--- src/rtl/rgb_led_scheduler.sv ---
// rgb_led_scheduler: arbitrates two colour requesters onto the RGB LED PWM pins.
// A granted colour is shown for max(dur,1)*TICK_DIV cycles, then DEFAULT_RGB.
// Optional build macro: RGB_PREEMPT_EN lets requester 0 preempt a requester 1 display.
module rgb_led_scheduler #(
  parameter int unsigned PWM_BITS    = 8,
  parameter int unsigned DUR_BITS    = 16,
  parameter int unsigned TICK_DIV    = 1024,
  parameter logic [23:0] DEFAULT_RGB = 24'h000010
) (
  input  logic                hw_clk,
  input  logic                rst,
  input  logic                req0_valid,
  output logic                req0_ready,
  input  logic [23:0]         req0_rgb,
  input  logic [DUR_BITS-1:0] req0_dur,
  input  logic                req1_valid,
  output logic                req1_ready,
  input  logic [23:0]         req1_rgb,
  input  logic [DUR_BITS-1:0] req1_dur,
  output logic                pwm_r,
  output logic                pwm_g,
  output logic                pwm_b,
  output logic                busy,
  output logic                owner
);

  localparam int unsigned PS_W = $clog2(TICK_DIV);

  typedef enum logic {IDLE, SHOW} state_t;
  // Index 2 = red, 1 = green, 0 = blue.
  typedef logic [2:0][PWM_BITS-1:0] duty_t;

  function automatic duty_t rgb_to_duty(input logic [23:0] c);
    duty_t d;
    d[2] = PWM_BITS'(c[23:16]);
    d[1] = PWM_BITS'(c[15:8]);
    d[0] = PWM_BITS'(c[7:0]);
    return d;
  endfunction

  state_t              state, state_nxt;
  duty_t               shadow, shadow_nxt;
  duty_t               duty;
  logic [DUR_BITS-1:0] dur_cnt, dur_nxt;
  logic [PS_W-1:0]     presc, presc_nxt;
  logic                busy_nxt, owner_nxt;
  logic                presc_wrap, acc0, acc1;
  logic [DUR_BITS-1:0] sel_dur;
  logic [PWM_BITS-1:0] pwm_cnt;

  // Next-state, handshake and display-timer logic.
  always_comb begin
    state_nxt  = state;
    shadow_nxt = shadow;
    dur_nxt    = dur_cnt;
    presc_nxt  = presc;
    busy_nxt   = busy;
    owner_nxt  = owner;
    req0_ready = 1'b0;
    req1_ready = 1'b0;
    sel_dur    = req0_dur;
    presc_wrap = (presc == PS_W'(TICK_DIV - 1));

    unique case (state)
      IDLE: begin
        req0_ready = 1'b1;
        req1_ready = !req0_valid;
        shadow_nxt = rgb_to_duty(DEFAULT_RGB);
      end
      SHOW: begin
`ifdef RGB_PREEMPT_EN
        req0_ready = owner;
`endif
        presc_nxt = presc_wrap ? '0 : presc + PS_W'(1);
        if (presc_wrap) begin
          dur_nxt = dur_cnt - DUR_BITS'(1);
          if (dur_cnt == DUR_BITS'(1)) begin
            state_nxt  = IDLE;
            busy_nxt   = 1'b0;
            shadow_nxt = rgb_to_duty(DEFAULT_RGB);
          end
        end
      end
      default: state_nxt = IDLE;
    endcase

    if (rst) begin
      req0_ready = 1'b0;
      req1_ready = 1'b0;
    end

    acc0 = req0_valid & req0_ready;
    acc1 = req1_valid & req1_ready & !acc0;

    // An accept (or preempt) reloads the whole display context.
    if (acc0 || acc1) begin
      sel_dur    = acc0 ? req0_dur : req1_dur;
      state_nxt  = SHOW;
      shadow_nxt = rgb_to_duty(acc0 ? req0_rgb : req1_rgb);
      dur_nxt    = (sel_dur == '0) ? DUR_BITS'(1) : sel_dur;
      presc_nxt  = '0;
      owner_nxt  = acc1;
      busy_nxt   = 1'b1;
    end
  end

  // Scheduler state register.
  always_ff @(posedge hw_clk) begin
    if (rst) begin
      state   <= IDLE;
      shadow  <= '0;
      dur_cnt <= '0;
      presc   <= '0;
      busy    <= 1'b0;
      owner   <= 1'b0;
    end else begin
      state   <= state_nxt;
      shadow  <= shadow_nxt;
      dur_cnt <= dur_nxt;
      presc   <= presc_nxt;
      busy    <= busy_nxt;
      owner   <= owner_nxt;
    end
  end

  // Free-running PWM; active duties swap only at period wrap to avoid glitches.
  always_ff @(posedge hw_clk) begin
    if (rst) begin
      pwm_cnt <= '0;
      duty    <= '0;
      pwm_r   <= 1'b0;
      pwm_g   <= 1'b0;
      pwm_b   <= 1'b0;
    end else begin
      pwm_cnt <= pwm_cnt + PWM_BITS'(1);
      if (pwm_cnt == '1) duty <= shadow;
      pwm_r <= (pwm_cnt < duty[2]);
      pwm_g <= (pwm_cnt < duty[1]);
      pwm_b <= (pwm_cnt < duty[0]);
    end
  end

endmodule
--- config.mk ---
export PLATFORM = sky130hd
export DESIGN_NAME = rgb_led_scheduler
export DESIGN_NICKNAME = d
export VERILOG_FILES = /design/src/rtl/rgb_led_scheduler.sv
export SDC_FILE = /design/constraint.sdc
export NUM_CORES = 1
export LEC_CHECK = 0
export CORE_MARGIN = 4
export CORE_UTILIZATION = 23
export CTS_BUF_LIST = sky130_fd_sc_hd__clkbuf_4
export DETAILED_ROUTE_END_ITERATION = 8
export GPL_TIMING_DRIVEN = 0
export HOLD_SLACK_MARGIN = 0.12
export PLACE_DENSITY = 0.53
export SETUP_SLACK_MARGIN = 0.05
export SYNTH_ARGS = -nofsm -noshare
export SYNTH_HDL_FRONTEND = slang
export SYNTH_SLANG_ARGS = --single-unit
--- constraint.sdc ---
create_clock -name hw_clk -period 2.35 [get_ports hw_clk]
set_input_delay 0.235 -clock hw_clk [delete_from_list [all_inputs] [get_ports hw_clk]]
set_output_delay 0.235 -clock hw_clk [all_outputs]
set_load 0.01 [all_outputs]
## After elaboration in Yosys (flattened, before gate mapping)

Cells that the tools add are included.

| cells by class | value |
|---|---|
| $lt $le $gt $ge | 3 |
| bitwise logic cells | 4 |
| mux-type cells | 23 |
| $add $sub $neg | 3 |
| equality and inequality tests | 5 |
| reduce and logical (&&, ||, !) cells | 11 |

Operator list:

| kind | number |
|---|---|
| $mux 24 | 4 |
| $mux 16 | 5 |
| $pmux 24 s2 | 1 |
| $lt 8x8->1 | 3 |
| $eq 16x1->1 const B | 1 |
| $logic_not 16->1 | 1 |
| $sub 16x1->16 const B | 1 |
| $mux 1 | 12 |
| $add 10x1->10 const B | 1 |
| $eq 10x10->1 const B | 1 |
| $mux 10 | 1 |
| $add 8x1->8 const B | 1 |
| $eq 8x8->1 const B | 1 |
| $ne 3x1->1 const B | 2 |
| $reduce_bool 2->1 | 3 |
| $reduce_and 2->1 | 2 |
| $and 1x1->1 | 3 |
| $reduce_and 3->1 | 1 |
| $logic_not 1->1 | 2 |
| $reduce_or 2->1 | 1 |
| $logic_or 1x1->1 | 1 |
| $not 1->1 | 1 |

| storage, ports and cells | value |
|---|---|
| register bits after elaboration | 88 |
| word-level logic and storage cells | 64 |
| output and inout bits | 7 |
| input bits | 84 |

## Depth between registers and ports, before layout

| logic depth | value |
|---|---|
| depth after elaboration | 8 |
| gate-level depth with buffers | 8 |
| gate-level depth less buffers | 7 |

## Worst setup path before layout

No wires, ideal clock.

| timing path | value |
|---|---|
| kind | reg2reg |
| start point | register dur_cnt[10] |
| end point | register shadow[0] in the netlist's numbering |
| clock period less this slack | 1.975 ns |
| path slack | 0.375 ns |
| library setup time | 0.125 ns |
| path buffers | 1 |
| stages on the path, launching flop included | 7 |
| arrival | 1.850 ns |
| data required time | 2.225 ns |
| cell sequence | dfxtp_1 > or4_1 > or3_4 > o31ai_4 > nor2_2 > buf_6 > o2bb2ai_1 |

| between the ends | value |
|---|---|
| longest elaborated chain between the ends | 3 |

Ends and longest elaborated chain:

| what | line | RTL |
|---|---|---|
| start, declared | 44 | `logic [DUR_BITS-1:0] dur_cnt, dur_nxt;` |
| start signal, assigned | 119 | `dur_cnt <= dur_nxt;` |
| $eq 16x1->1 | 77 | `if (dur_cnt == DUR_BITS'(1)) begin` |
| $ne 3x1->1 (no source line) | - |  |
| $reduce_and 2->1 (no source line) | - |  |
| end signal, assigned | 118 | `shadow <= shadow_nxt;` |
| end, declared | 42 | `duty_t shadow, shadow_nxt;` |

No other way between the ends.
A chain may end at the register's enable or synchronous reset.

## Final worst setup path

| timing path | value |
|---|---|
| start point | register dur_cnt[10] |
| end point | register shadow[11] in the netlist's numbering |

Same word-level chain as after synthesis.

==> impl_metrics.env <==
export IMPL_clkSlewWorstSetupHoldPaths_ps=150
export IMPL_cts_sinks=88
export IMPL_maxSlewViolCount=0
export IMPL_numPortBuffers=89
export IMPL_holdBufCountCts=0
export IMPL_timing_final_crit_share_pct=93.5
export IMPL_fin_cells=878
export IMPL_crit_required_ps=2710
export IMPL_synthCells=512
export IMPL_worstPathArrival_ps=2560
export IMPL_antenna_left=0
export IMPL_worstSetupPathType="reg2reg"
export IMPL_drtIter0Drc=154
export IMPL_dieWidth_microns=148
export IMPL_fin_area_sq_um=5900
export IMPL_die_height_microns=148
export IMPL_cts_buffer_depth=2
export IMPL_clock_latency_ps=470
export IMPL_grt_pass1_wl_mm=20.8
export IMPL_dieArea_sq_um=21900
export IMPL_hold_slack_ps=237
export IMPL_min_path_type="in2reg"
export IMPL_syn_to_final_growth_pct=31.0
export IMPL_cts_root_buf="clkbuf_4"
export IMPL_rsz0062_at_grt="no"
export IMPL_finalSetupViolations=0
export IMPL_cp_end_kind="flop"
export IMPL_drive_gt1_share_pct=7.13
export IMPL_tightest_slew_ps=558
export IMPL_startpoint_type="flop"
export IMPL_htree_num_levels=3
export IMPL_coreArea_sq_um=19000
export IMPL_finalClockSkew_ps=22.1
export IMPL_row_count=50
export IMPL_synth_seq_cells=88
export IMPL_vias=3939
export IMPL_drv_cap=0
export IMPL_ir_drop_v=0.000194
export IMPL_cts_setup_buffers=0
export IMPL_firstDrtPassIters=4
export IMPL_yosysTopAreaCell="dfxtp_1"
export IMPL_yosys_area_top_type_share_pct=39.2
export IMPL_async_flop_share_pct=0
export IMPL_slew_headroom_pct=62.5
export IMPL_dp_hpwl_mm=9.84
export IMPL_synth_top_cells_by_area="dfxtp_1 (39%), mux2i_1 (7.6%), ha_1 (7.0%)"
export IMPL_syn_area_sq_um=4500
export IMPL_fill_cells=2022
export IMPL_outcome="finished clean"
export IMPL_max_freq_mhz=455
export IMPL_syn_avg_cell_area_sq_um=8.79
export IMPL_dp_cells=861
export IMPL_r2r_cells=6
export IMPL_vias_per_cell=4.49
export IMPL_dpl_instance_area_sq_um=5720
export IMPL_p_leak_nw=1.99
export IMPL_seq_area_frac_synth_pct=39.2
export IMPL_synth_warnings=0
export IMPL_worst_slack_ps=153
export IMPL_grt_pass1_vias=3868
export IMPL_ios=91
export IMPL_drc=0
export IMPL_place_ws_ps=-664
export IMPL_detail_route_wl_per_cell_microns=14.4
export IMPL_initial_core_util_pct=23.7
export IMPL_fin_crit_ps=2200
export IMPL_nNetsFinal=721
export IMPL_gp_congestion=0.828
export IMPL_hold_depth=2
export IMPL_cp_max_fo=10
export IMPL_grt_max_degree=17
export IMPL_cts_tree="built"
export IMPL_ys_types=48
export IMPL_numCtsBuffers=9
export IMPL_grt_ovfl_total=0
export IMPL_synth_edf_count=0
export IMPL_antenna_found_initial=1
export IMPL_hold_violations=0
export IMPL_ys_flop_type="dfxtp_1"
export IMPL_grt_use_total_pct=12.0
export IMPL_postRouteWirelength_mm=12.7
export IMPL_utilization_pct=31.1
export IMPL_powerDensity_nw_per_um2=529
export IMPL_synth_fp_nets=621
report_power, final:
part	internal [W]	switching (W)	leakage, nW
Combinational	0.000307	0.000271	1.19
Sequential	0.00157	0.0000622	0.719
Clock	0.000338	0.000576	0.0813
critical path, stage by stage (launching register included):
cell	delay (ps)
dfxtp_1	380
or4_1	580
or3_4	420
o31ai_4	280
nor2_2	130
buf_6	170
o2bb2ai_1	120
layer usage:
layer / track usage [%] / wire length, microns
met1: 16.6 / 6210
met2: 18.6 / 5650
met3: 2.58 / 623
met4: 3.79 / 172
met5: 0 / 0
repair_timing:
| action | in CTS | in global routing |
|---|---|---|
| gates resized for setup | 5 | 11 |
| hold endpoints to repair | 0 | 0 |
| endpoints found under the setup margin | 6 | 36 |
final timing paths:
check,startpoint,end,slack [ps]
worst max-delay path,dur_cnt[10]$_SDFFE_PP0P_,shadow[11]$_SDFFE_PP0P_,150
worst min-delay path,req0_valid,owner$_SDFFE_PP0N_,240
worst max register to register,dur_cnt[10]$_SDFFE_PP0P_,shadow[11]$_SDFFE_PP0P_,150
worst min register to register,shadow[0]$_SDFFE_PP0P_,duty[0]$_SDFFE_PP0N_,450
state kept, by name, summed over array words and instances (netlist names):
| signal | flops |
|---|---|
| pwm_r | 1 |
| pwm_b | 1 |
| pwm_g | 1 |
| pwm_cnt | 8 |
| state | 1 |
| dur_cnt | 16 |
| owner | 1 |
| duty | 24 |
| presc | 10 |
| shadow | 24 |
| busy | 1 |
logic make-up (layout without fill, tap and decap cells):
kind of cell	Yosys count	in the layout	synth area share [%]
other	0	1	0
AND/OR/NAND/NOR	180	180	19.9
AO/OA/AOI/OAI	106	106	16.2
XOR/XNOR	25	25	4.87
multiplexers	34	34	7.56
buffers and inverters	54	159	5.31
adder cells (fa/ha/maj)	25	25	6.95
flip-flops	88	88	39.2
cell usage in the layout, fill, tap and decap left out, drive strengths merged, types with 3 or more instances in the layout:
| cell type | n |
|---|---|
| a211oi | 21 |
| a21o | 6 |
| a21oi | 36 |
| and3 | 3 |
| buf | 13 |
| clkbuf | 25 |
| clkdlybuf4s50 | 88 |
| clkinv | 3 |
| dfxtp | 88 |
| ha | 25 |
| inv | 28 |
| mux2i | 34 |
| nand2 | 67 |
| nand2b | 6 |
| nand3 | 11 |
| nand4 | 6 |
| nor2 | 24 |
| nor2b | 10 |
| nor3 | 16 |
| nor4 | 16 |
| o21a | 3 |
| o21ai | 9 |
| o2bb2ai | 23 |
| or3 | 13 |
| or4 | 3 |
| xnor2 | 17 |
| xor2 | 8 |
synthesized netlist by cell type, types with 2 or more instances:
cell and count:
nor3_1 15, nor4_1 15, a211oi_1 21, ha_1 25
clkbuf_1 14, nor2b_1 10, xor2_1 8, o21a_1 3
o21ai_1 6, or3_1 12, and3_1 3, nand4_1 6
inv_1 24, buf_6 2, or4_1 2, a21o_1 6
nand3_1 11, nand2_1 67, nand2b_1 6, dfxtp_1 88
nor2_1 23, o2bb2ai_1 23, buf_4 4, buf_1 4
buf_2 5, o21ai_0 3, mux2i_1 34, a21oi_1 36
xnor2_1 17
metrics by stage:
step	TNS, ps	power [W]
finish	0	0.00312
global route	0	0.00329
CTS	0	0.00316
detailed placement	-8820	0.00224
global placement	-10140	0.00223
floorplan	0	0.00195
layout make-up:
cell class	count	area [sq um]	area share, %
multi-input combinational	370	2510	42.6
sequential	88	1760	29.9
clock inverter	7	78.8	1.34
buffer	29	160	2.72
tap	260	325	5.52
antenna	1	2.50	0.0424
clock buffer	9	67.6	1.15
timing repair buffer	89	893	15.2
inverter	25	93.8	1.59
No activity file was read; power rests on OpenSTA's default activity.
